**config.mk**
```make
export PLATFORM = sky130hd
export DESIGN_NAME = cla4_adder
export DESIGN_NICKNAME = d
export VERILOG_FILES = /design/src/rtl/cla4_adder.sv
export SDC_FILE = /design/constraint.sdc
export NUM_CORES = 1
export LEC_CHECK = 0
export CAP_MARGIN = 20
export CELL_PAD_IN_SITES_DETAIL_PLACEMENT = 0
export CELL_PAD_IN_SITES_GLOBAL_PLACEMENT = 1
export CORE_ASPECT_RATIO = 0.9
export CORE_UTILIZATION = 23
export DETAILED_ROUTE_END_ITERATION = 16
export DONT_BUFFER_PORTS = 1
export PLACE_DENSITY_LB_ADDON = 0.1
export SYNTH_ARGS = -nofsm -noshare
export SYNTH_HDL_FRONTEND = slang
export SYNTH_SLANG_ARGS = --single-unit
```
**constraint.sdc**
```tcl
create_clock -name clk -period 0.95 [get_ports clk]
set_input_delay 0.0475 -clock clk [delete_from_list [all_inputs] [get_ports clk]]
set_output_delay 0.0475 -clock clk [all_outputs]
set_load 0.1 [all_outputs]
```
**src/rtl/cla4_adder.sv**
```systemverilog
// Registered 4-bit carry-lookahead adder. Each carry is a flat sum-of-products of the
// bit generate/propagate terms, and the group P/G outputs let it serve as a wider-CLA leaf.
module cla4_pg_cell (
    input  logic a,
    input  logic b,
    output logic g,
    output logic p
);
    assign g = a & b;
    assign p = a ^ b;
endmodule

module cla4_adder (
    input  logic       clk,
    input  logic       rst,
    input  logic [3:0] a,
    input  logic [3:0] b,
    input  logic       ci,
    input  logic       in_valid,
    output logic [3:0] s,
    output logic       co,
    output logic       gp,
    output logic       gg,
    output logic       out_valid
);
    logic [3:0] g, p;
    logic [4:0] c;
    logic [3:0] s_d, s_q;
    logic       co_d, co_q;
    logic       gp_d, gp_q;
    logic       gg_d, gg_q;
    logic       out_valid_d, out_valid_q;

    for (genvar i = 0; i < 4; i++) begin : g_bit
        cla4_pg_cell u_pg (.a(a[i]), .b(b[i]), .g(g[i]), .p(p[i]));
    end

    // Every carry is built directly from g/p/ci so no carry feeds another.
    always_comb begin
        c[0] = ci;
        c[1] = g[0] | (p[0] & ci);
        c[2] = g[1] | (p[1] & g[0]) | (p[1] & p[0] & ci);
        c[3] = g[2] | (p[2] & g[1]) | (p[2] & p[1] & g[0]) | (p[2] & p[1] & p[0] & ci);
        c[4] = g[3] | (p[3] & g[2]) | (p[3] & p[2] & g[1]) | (p[3] & p[2] & p[1] & g[0])
             | (p[3] & p[2] & p[1] & p[0] & ci);
    end

    always_comb begin
        s_d         = s_q;
        co_d        = co_q;
        gp_d        = gp_q;
        gg_d        = gg_q;
        out_valid_d = in_valid;
        if (in_valid) begin
            s_d  = p ^ c[3:0];
            co_d = c[4];
            gp_d = &p;
            gg_d = g[3] | (p[3] & g[2]) | (p[3] & p[2] & g[1]) | (p[3] & p[2] & p[1] & g[0]);
        end
    end

    always_ff @(posedge clk) begin
        if (rst) begin
            s_q         <= 4'h0;
            co_q        <= 1'b0;
            gp_q        <= 1'b0;
            gg_q        <= 1'b0;
            out_valid_q <= 1'b0;
        end else begin
            s_q         <= s_d;
            co_q        <= co_d;
            gp_q        <= gp_d;
            gg_q        <= gg_d;
            out_valid_q <= out_valid_d;
        end
    end

    assign s         = s_q;
    assign co        = co_q;
    assign gp        = gp_q;
    assign gg        = gg_q;
    assign out_valid = out_valid_q;
endmodule

```
; ---- Word level (Yosys, flattened, before mapping)
; Cells that the tools add are included.
[word_totals]
regBits = 8
latchBits = 0
mem_bits_rw = 0
romBits = 0
in_bits = 12
output_inout_bits = 8
elab_cells = 41
memories = 0
[classes]
add_sub_neg = 0
mul = 0
div_mod_pow = 0
n_lt_le_gt_ge = 0
eq_ne = 0
shifts = 0
mux = 0
bitwise_logic = 35
reduce_logical = 1
[op_table]
columns = cell, count
row1 = $and A1 B1 Y1, 20
row2 = $or A1 B1 Y1, 10
row3 = $reduce_and A4 Y1, 1
row4 = $xor A1 B1 Y1, 4
row5 = $xor A4 B4 Y4, 1

; ---- Depth between registers and ports, before layout
[depth]
word_depth = 6
depth_mapped = 5
mapped_depth_nobuf = 5

; ---- By module
; A second synthesis with hierarchy kept.
[unflattened]
hier_cells = 54
hier_area_um2 = 481.7
[modules_own_cells]
columns = module, n_inst, cells_per_inst, area_per_inst_um2, seq_area_each_um2
row1 = cla4_adder, 1, 50, 431.7, 160.2
row2 = cla4_pg_cell, 4, 1, 12.5, 0.0

; ---- Worst setup path before layout
; No wires, ideal clock.
[synth_timing]
path_kind = register -> register
startpoint = register s[2] (netlist name)
endpoint = register s_q[2], in the netlist s[2]
setup_ns = 0.106
arrival_time_ns = 1.291
t_required_ns = 0.844
slack_ns = -0.447
path_stages_with_launch = 3
path_buffers = 0
period_less_slack_ns = 1.397
cell_sequence = dfxtp_1 inv_1 o311ai_0
[synth_lines]
columns = item, line_no
row1 = "end signal, assigned", 64  ; s_q <= 4'h0;
row2 = "end signal, assigned", 70  ; s_q <= s_d;
row3 = "end, declared", 28  ; logic [3:0] s_d, s_q;

; ---- Final worst setup path
[layout_timing]
startpoint = register s_q[3], in the netlist s[3]
endpoint = output port s[3]
[layout_lines]
columns = item, line_no
row1 = "end, declared", 20  ; output logic [3:0] s,
; No word-level cell between the ends.

==> reports/metrics.cfg <==
[sta]
finalMaxSlewViolations=0
whs_ns=-0.122
relSlewSlack=0.815
skew_ns=0
period_minus_slack_ns=0.916
tns_ns=0
fmaxAchievable_mhz=1090
worstMarginPinSlew_ns=0.276
final-setup-viol-count=0
rsz0062_at_grt=no
hold_viol=6
setup_slack_ns=0.0335
final.period_utilization=0.965

[pwr]
seqPwrFrac=0.355
p_sw_frac=0.385
switchingPower_uw=415
leakage_nw=0.274
ir_drop_v=0.000488
power_frac_comb=0.398
internal_power_uw=662
power.total_mw=1.08
clkPwrFrac=0.247
power_per_cell_area_nw_per_um2=1610

[synthesis]
ys_ff_latch=8
synthesis.area_um2=462
synth_top_area_share=0.347
yosysWarnings=0
synth_nets=68
synth_top_cell_by_area=dfxtp_1
synth_cell_types=22
synth_area_leaders=dfxtp_1 (35%), ha_1 (14%), a211oi_1 (4.9%)
syn_inst=50
synth.yosys.seq_area_share=0.347
avgSynthCellArea_um2=9.23

[floorplanning]
io_pins=20
die_h_um=44.5
rows=14
dieArea_um2=2190
start_util=0.261
core_area_um2=1770
die_w_um=49.2

[placed_design]
placed_cell_area_um2=634
gp_congestion=0.824
dpl.hpwl_um=853
pre_cts_ws_ns=-0.0361
io_buffers=0
dpl.cell_count=83

[clock_tree]
numCtsBuffers=3
hold_buffers=1
ctsRootBufferMaster=clkbuf_4
cts_setup_buffers=0
cts_htree_levels=1
cts.repair.resized=0
cts_tree=built
cts_sinks=8
clk_pin_slew_ns=0.06
clk_latency_ns=0.24
cts_max_path_buffers=2

[worst_setup_path]
crit_path_start_kind=flop
arrival_ns=0.87
crit_buf_inv=1
slowest_delay_ns=0.34
path_cells=buf_4
cp.required_ns=0.90
end_kind=output pin
crit_family=flip-flops
crit_type=flop to output pin
worst_path_max_delay_cell=dfxtp_4
worstPathMaxFanout=2

[final_layout]
final_util=0.379
fin_cells=88
design_area_um2=671
final_common_cell=buf_4
area_growth_pct=45.3
final_nets=83
drive_gt1_frac=0.422
mostFrequentLayoutCells=buf_4 (9), nor2_1 (6), inv_1 (5), dfxtp_2 (5)
diodes=0

[outcome]
failed_checks=negative hold slack
status=finished with violations

[routing]
wl_um=1020
dr_total_vias=411
viasPerCell=4.67
drtIter0Drc=5
wl_per_cell_um=11.6
drc_errors=0
final_antenna_net_count=0
drtPass1Iterations=4

[min_path]
hp-class=primary input to flop

[global_route]
grt-ovfl-total=0
grt.total_usage=0.0999
grt_max_degree=12
grt_pass1_vias=387
antenna_found_initial=0
grt_pass1_wl_um=1630

[job]
drv_cap=0

## path summary, 6_finish.rpt
| kind | endpoint | start | slack (ns) | cells after the start |
|---|---|---|---|---|
| setup / recovery | s[3] | s[3] | 0.03 | 1 |
| hold / removal | gg | in_valid | -0.12 | 1 |
| setup reg to reg | s[3] | s[3] | 0.13 | 3 |
| hold reg to reg | s[0] | s[0] | 0.49 | 2 |
## power by group through the flow
stage	Combinational, mW	Clock [mW]	Sequential (mW)
2_1_floorplan	0.133	0	0.593
3_3_place_gp	0.417	0	0.388
3_5_place_dp	0.424	0	0.390
4_1_cts	0.431	0.279	0.383
5_1_grt	0.452	0.296	0.386
6_report	0.428	0.266	0.383
## final cells by class
type | count | area, um^2
sequential | 8 | 178
fill | 186 | 1100
timing repair buffer | 11 | 97.6
clock buffer | 4 | 26.3
multi-input combinational | 36 | 320
tap | 24 | 30.0
inverter | 5 | 18.8
## metal layers
| metal | track usage | routed length (um) | up-vias |
|---|---|---|---|
| li1 | - | - | 214 |
| met1 | 0.130 | 502 | 183 |
| met2 | 0.142 | 439 | 14 |
| met3 | 0.0378 | 76 | 0 |
| met4 | 0.0529 | 0 | 0 |
| met5 | 0 | 0 | - |
## synth_stat cells
| cell | number |
|---|---|
| dfxtp_1 | 8 |
| nor2_1 | 6 |
| ha_1 | 5 |
| inv_1 | 5 |
| a211oi_1 | 3 |
| a21oi_1 | 3 |
| mux2i_1 | 2 |
| nand2_1 | 2 |
| nand3_1 | 2 |
| nand4_1 | 2 |
| a2111o_1 | 1 |
| a211o_2 | 1 |
| a311oi_1 | 1 |
| a31oi_1 | 1 |
| and4_2 | 1 |
| buf_2 | 1 |
| fa_1 | 1 |
| nand2b_1 | 1 |
| nor3b_1 | 1 |
| o21a_1 | 1 |
| o311ai_0 | 1 |
| xnor2_1 | 1 |
## state kept, by name, summed over array words and instances (netlist names)
signal     flops
gg             1
out_valid      1
s              4
co             1
gp             1
## cell families (layout without fill, tap and decap cells)
group	after synthesis	count (layout)	synth area share
XOR/XNOR	1	1	0.0190
flip-flops	8	8	0.347
buffers and inverters	6	20	0.0515
multiplexers	2	2	0.0434
AO/OA/AOI/OAI	12	12	0.195
AND/OR/NAND/NOR	15	15	0.165
adder cells (fa/ha/maj)	6	6	0.179
No activity file was read; power rests on OpenSTA's default activity.
